**src/rtl/inst_mem_loader.sv**
```systemverilog
`default_nettype none
// ============================================================================
// Module   : inst_mem_loader
// Purpose  : Fills the instruction memory from a byte stream (big-endian
//            16-bit length, then words) and stalls the CPU while loading.
//            Option LOADER_CHECKSUM_EN adds a trailing XOR checksum byte.
// Revision : 1.0 - initial release
// ============================================================================
module inst_mem_loader #(
    parameter int          WORD_LEN    = 16,
    parameter int          ADDRESS_LEN = 16,
    parameter int unsigned MEMORY_SIZE = 256
) (
    input  logic                   clk,
    input  logic                   rst,
    input  logic                   start,
    input  logic [7:0]             byte_in,
    input  logic                   byte_valid,
    output logic                   byte_ready,
    output logic                   wr_en,
    output logic [ADDRESS_LEN-1:0] wr_adr,
    output logic [WORD_LEN-1:0]    wr_data,
    output logic                   cpu_hold,
    output logic                   done,
    output logic                   err
);

    typedef enum logic [3:0] {
        S_IDLE    = 4'd0,
        S_LEN_HI  = 4'd1,
        S_LEN_LO  = 4'd2,
        S_DATA_HI = 4'd3,
        S_DATA_LO = 4'd4,
        S_WRITE   = 4'd5,
`ifdef LOADER_CHECKSUM_EN
        S_CHK     = 4'd8,
`endif
        S_DONE    = 4'd6,
        S_ERR     = 4'd7
    } state_t;

    state_t                   r_state;
    state_t                   w_next;
    logic                     w_ready;
    logic                     w_start_ok;
    logic                     w_accept;
    logic [15:0]              w_len;
    logic [ADDRESS_LEN-1:0]   w_cnt_inc;

    logic [7:0]               r_len_hi;
    logic [15:0]              r_len;
    logic [ADDRESS_LEN-1:0]   r_cnt;
    logic [ADDRESS_LEN-1:0]   r_wr_adr;
    logic [WORD_LEN-1:0]      r_wr_data;
    logic                     r_wr_en;
    logic                     r_cpu_hold;
    logic                     r_done;
    logic                     r_err;
`ifdef LOADER_CHECKSUM_EN
    logic [7:0]               r_csum;
`endif

    assign w_accept  = byte_valid & w_ready;
    assign w_len     = {r_len_hi, byte_in};
    assign w_cnt_inc = r_cnt + 1'b1;

    always_comb begin
        w_next     = r_state;
        w_ready    = 1'b0;
        w_start_ok = 1'b0;
        case (r_state)
            S_IDLE, S_DONE, S_ERR: begin
                if (start) begin
                    w_start_ok = 1'b1;
                    w_next     = S_LEN_HI;
                end
            end
            S_LEN_HI: begin
                w_ready = 1'b1;
                if (byte_valid) w_next = S_LEN_LO;
            end
            S_LEN_LO: begin
                w_ready = 1'b1;
                if (byte_valid) begin
                    if (32'(w_len) > MEMORY_SIZE) w_next = S_ERR;
                    else if (w_len == 16'd0)      w_next = S_DONE;
                    else                          w_next = S_DATA_HI;
                end
            end
            S_DATA_HI: begin
                w_ready = 1'b1;
                if (byte_valid) w_next = S_DATA_LO;
            end
            S_DATA_LO: begin
                w_ready = 1'b1;
                if (byte_valid) w_next = S_WRITE;
            end
            S_WRITE: begin
                if (w_cnt_inc == ADDRESS_LEN'(r_len)) begin
`ifdef LOADER_CHECKSUM_EN
                    w_next = S_CHK;
`else
                    w_next = S_DONE;
`endif
                end else begin
                    w_next = S_DATA_HI;
                end
            end
`ifdef LOADER_CHECKSUM_EN
            S_CHK: begin
                w_ready = 1'b1;
                if (byte_valid) w_next = (byte_in == r_csum) ? S_DONE : S_ERR;
            end
`endif
            default: w_next = S_IDLE;
        endcase
    end

    // Status outputs are registered from the next state so they line up with
    // the state they describe.
    always_ff @(posedge clk or negedge rst) begin
        if (!rst) begin
            r_state    <= S_IDLE;
            r_len_hi   <= 8'd0;
            r_len      <= 16'd0;
            r_cnt      <= '0;
            r_wr_adr   <= '0;
            r_wr_data  <= '0;
            r_wr_en    <= 1'b0;
            r_cpu_hold <= 1'b0;
            r_done     <= 1'b0;
            r_err      <= 1'b0;
`ifdef LOADER_CHECKSUM_EN
            r_csum     <= 8'd0;
`endif
        end else begin
            r_state    <= w_next;
            r_wr_en    <= (w_next == S_WRITE);
            r_cpu_hold <= !((w_next == S_IDLE) || (w_next == S_DONE) || (w_next == S_ERR));
            r_done     <= (w_next == S_DONE) && (r_state != S_DONE);
            if (w_start_ok)            r_err <= 1'b0;
            else if (w_next == S_ERR)  r_err <= 1'b1;

            if (w_start_ok) begin
                r_cnt    <= '0;
                r_wr_adr <= '0;
`ifdef LOADER_CHECKSUM_EN
                r_csum   <= 8'd0;
`endif
            end

            if (w_accept) begin
                case (r_state)
                    S_LEN_HI:  r_len_hi <= byte_in;
                    S_LEN_LO:  r_len    <= w_len;
                    S_DATA_HI: begin
                        r_wr_data[15:8] <= byte_in;
`ifdef LOADER_CHECKSUM_EN
                        r_csum <= r_csum ^ byte_in;
`endif
                    end
                    S_DATA_LO: begin
                        r_wr_data[7:0] <= byte_in;
`ifdef LOADER_CHECKSUM_EN
                        r_csum <= r_csum ^ byte_in;
`endif
                    end
                    default: ;
                endcase
            end

            if (r_state == S_WRITE) begin
                r_cnt    <= w_cnt_inc;
                r_wr_adr <= r_wr_adr + 1'b1;
            end
        end
    end

    assign byte_ready = w_ready;
    assign wr_en      = r_wr_en;
    assign wr_adr     = r_wr_adr;
    assign wr_data    = r_wr_data;
    assign cpu_hold   = r_cpu_hold;
    assign done       = r_done;
    assign err        = r_err;

endmodule
`default_nettype wire

```
**config.mk**
```make
export PLATFORM = sky130hd
export DESIGN_NAME = inst_mem_loader
export DESIGN_NICKNAME = d
export VERILOG_FILES = /design/src/rtl/inst_mem_loader.sv
export SDC_FILE = /design/constraint.sdc
export NUM_CORES = 1
export LEC_CHECK = 0
export BUFFER_PORTS_ARGS = -buffer_cell sky130_fd_sc_hd__buf_2
export CAP_MARGIN = 20
export CORE_UTILIZATION = 45
export CTS_CLUSTER_DIAMETER = 60
export DETAILED_ROUTE_END_ITERATION = 16
export GPL_ROUTABILITY_DRIVEN = 0
export GPL_TIMING_DRIVEN = 1
export PLACE_DENSITY = 0.65
export SLEW_MARGIN = 20
export SYNTH_ARGS = -nofsm -noshare
export SYNTH_HDL_FRONTEND = slang
export SYNTH_SLANG_ARGS = --single-unit
export TNS_END_PERCENT = 10
```
**constraint.sdc**
```tcl
create_clock -name clk -period 3 [get_ports clk]
set_input_delay 0.6 -clock clk [delete_from_list [all_inputs] [get_ports clk]]
set_output_delay 0.6 -clock clk [all_outputs]
set_load 0.03 [all_outputs]
```
==> results.txt <==
# setup viols final = 0
Worst hold path class = in -> async
Post-synth ARST share = 100.0%
DRC = 0
Syn Nets = 403
H-tree depth = 3
Final Critical Period = 2743 ps
Worst Reg2Reg Path Length in Cells = 7
Clk buf depth = 2
Non-filler cells, final = 546
TNS Setup = 0 ps
Int Pwr = 1896 µW
# port buffers = 48
Max Freq = 364.6 MHz
DR vias = 3,123
Leak = 0.002185 µW
Die Y = 97.50 µm
Vias in the first global route = 3,016
Nets@finish = 447
Sequential area share after synthesis = 48.78%
Period utilisation layout = 91.43%
GRT Resource Usage Total = 19.62%
Logic pwr share = 23.8%
CP bufs+invs = 0
VDD IR max = 0.0004514 V
Resized Gates After CTS = 0
Post-synthesis cell area = 4104 µm²
Mapped Avg Cell Area = 10.55 µm²
Pre-antenna DRT Iters = 5
Die W = 97.50 µm
Hold Buf Count CTS = 0
Library cells used by synthesis = 60
Drt via density = 5.720
Required time of the critical path = 3280 ps
WL final = 8704 µm
# IOs = 49
Area share of the largest cell type after synthesis = 48.78%
Postcts setup bufs = 0
Reg-to-reg slack, setup = 260 ps
Max-cap violations = 0
Most area-hungry cell type in the Yosys netlist = dfrtp_1
Antenna violations before repair = 0
Placed cells = 530
Largest delay share family, worst path = simple AND/OR/NAND/NOR gates
Worst R2R End = done
Worst-Margin Slew = 726.4 ps
Clock power share = 25.8%
Cells after Synth = 389
Sw Share = 32.87%
DRT iter0 DRCs = 256
Dpl hpwl = 6130 µm
# diodes = 0
Clk_lat worst skew = 360 ps
Final hold viol count = 0
Post-synthesis sequential element count = 80
Critical-path cell list = ha_1 -> nand3_1 -> nor4_1 -> xnor2_1 -> nand3_1 -> or4_4 -> a211oi_2
Critical path's slowest cell = nor4_1
Crit path to = done
Layout Skew = 9.551 ps
Setup crit start = r_cnt[0]
CP peak stage delay = 560 ps
Pin count of the biggest net entering global routing = 81
Sequential share of power = 50.4%
Wire per inst = 15.94 µm
Number of cells on the critical path = 7
Final Slew Violations = 0
Synthesis-to-finish area growth = 11.98%
Initial cell density of the core = 46.83%
Placeable Area = 8763 µm²
Clock sinks = 80
Critical path's most frequent cell = nand3_1
EDFF count, synth = 0
Sw power = 928.2 µW
Full die area = 9505 µm²
Site row count = 34
Crit path DAT = 3020 ps
Share of layout cells above drive strength 1 = 27.17%
Overflow after GRT = 0
CTS buffer count = 9
Slew margin rel. = 51.57%
Setup CP Type = reg -> reg
Synth top area cells = dfrtp_1 (49%), mux2_2 (11%), nand2_1 (3.4%)
Antenna viol nets, final = 0
Setup crit end kind = flip-flop
CTS tree = yes
Worst flop-to-flop path startpoint = r_cnt[0]
Status = finished clean
RSZ-0062 raised after global routing = no
PD cells = 614.5 nW/µm²
Most numerous cell in the Yosys netlist = dfrtp_1
First-pass GRT wire length = 15,060 µm
Ys Warns = 0
Commonest cells post-synth = dfrtp_1 (80), mux2_2 (41), nand2_1 (37)
Critical path peak fanout = 7
Root Driver = clkbuf_8
Worst-path clk slew = 90 ps
Main flop type after synthesis = dfrtp_1
Crit path launch type = flip-flop
registers in the layout, indices dropped and copies added (netlist names):
name	flops
cpu_hold	1
done	1
err	1
r_cnt	16
r_len	16
r_len_hi	8
r_state	4
wr_adr	16
wr_data	16
wr_en	1
power by group through the flow:
stage	combinational [µW]	clock, µW	sequential, µW
floorplan	421	0	1490
detailed placement	677	0	1440
finish	672	730	1420
CTS	679	753	1420
global placement	665	0	1430
global route	732	792	1460
metal layers:
| metal | part of all wire [%] | global-route usage [%] |
|---|---|---|
| met5 | 0 | 0 |
| met4 | 1.9 | 6.561 |
| met3 | 5.5 | 3.309 |
| met2 | 45 | 30.55 |
| met1 | 47 | 27.83 |
cell families after synthesis:
family	share of synthesized area (%)
flops	48.78
buf+inv	2.561
simple gates	19.36
xor+xnor	5.030
fa+ha+maj	0.6097
mux	12.71
other cells	0.09138
compound gates	10.85
placed cells by master, fill, tap and decap left out, types with 6 or more instances in the layout:
| cell type | Yosys | layout |
|---|---|---|
| xor2_1 | 11 | 11 |
| dfrtp_1 | 80 | 80 |
| nand3_1 | 20 | 20 |
| o31ai_1 | 7 | 7 |
| buf_2 | 3 | 47 |
| o21ai_1 | 17 | 17 |
| nor2_1 | 22 | 22 |
| and3_1 | 10 | 10 |
| nor4_1 | 10 | 10 |
| mux2i_1 | 6 | 6 |
| clkbuf_8 | 0 | 9 |
| mux2_2 | 41 | 41 |
| o21ai_0 | 18 | 18 |
| xnor2_1 | 10 | 10 |
| nand2_1 | 37 | 37 |
| nand4_1 | 14 | 14 |
area by class of cell:
cell class | instances | area (µm²)
Clock buffer | 9 | 123.9
Clock inverter | 7 | 53.80
Fill cell | 805 | 4168
Inverter | 4 | 15.01
Multi-Input combinational cell | 287 | 1997
Sequential cell | 80 | 2002
Tap cell | 108 | 135.1
Timing Repair Buffer | 51 | 269.0
through the flow:
stage | hold WS (ps) | setup WS (ps) | utilization, % | instance area (µm²) | power [µW]
2_1_floorplan | 304.4 | 552.9 | - | 4104 | 1914
3_3_place_gp | 453.9 | 378.6 | 50.37 | 4414 | 2100
3_5_place_dp | 474.2 | 286.7 | 50.37 | 4414 | 2121
4_1_cts | 456.3 | 266.5 | 52.40 | 4592 | 2854
5_1_grt | 337.7 | 29.52 | 52.44 | 4596 | 2979
6_report | 264.0 | 257.1 | 52.44 | 4596 | 2824
worst min path at each step:
stage,end,slack [ps]
2_1_floorplan,cpu_hold,300
3_3_place_gp,wr_adr[15],450
3_5_place_dp,wr_adr[15],470
4_1_cts,r_len[15],460
5_1_grt,r_len[15],340
6_report,r_len[15],260
(Power assumes the default switching activity.)
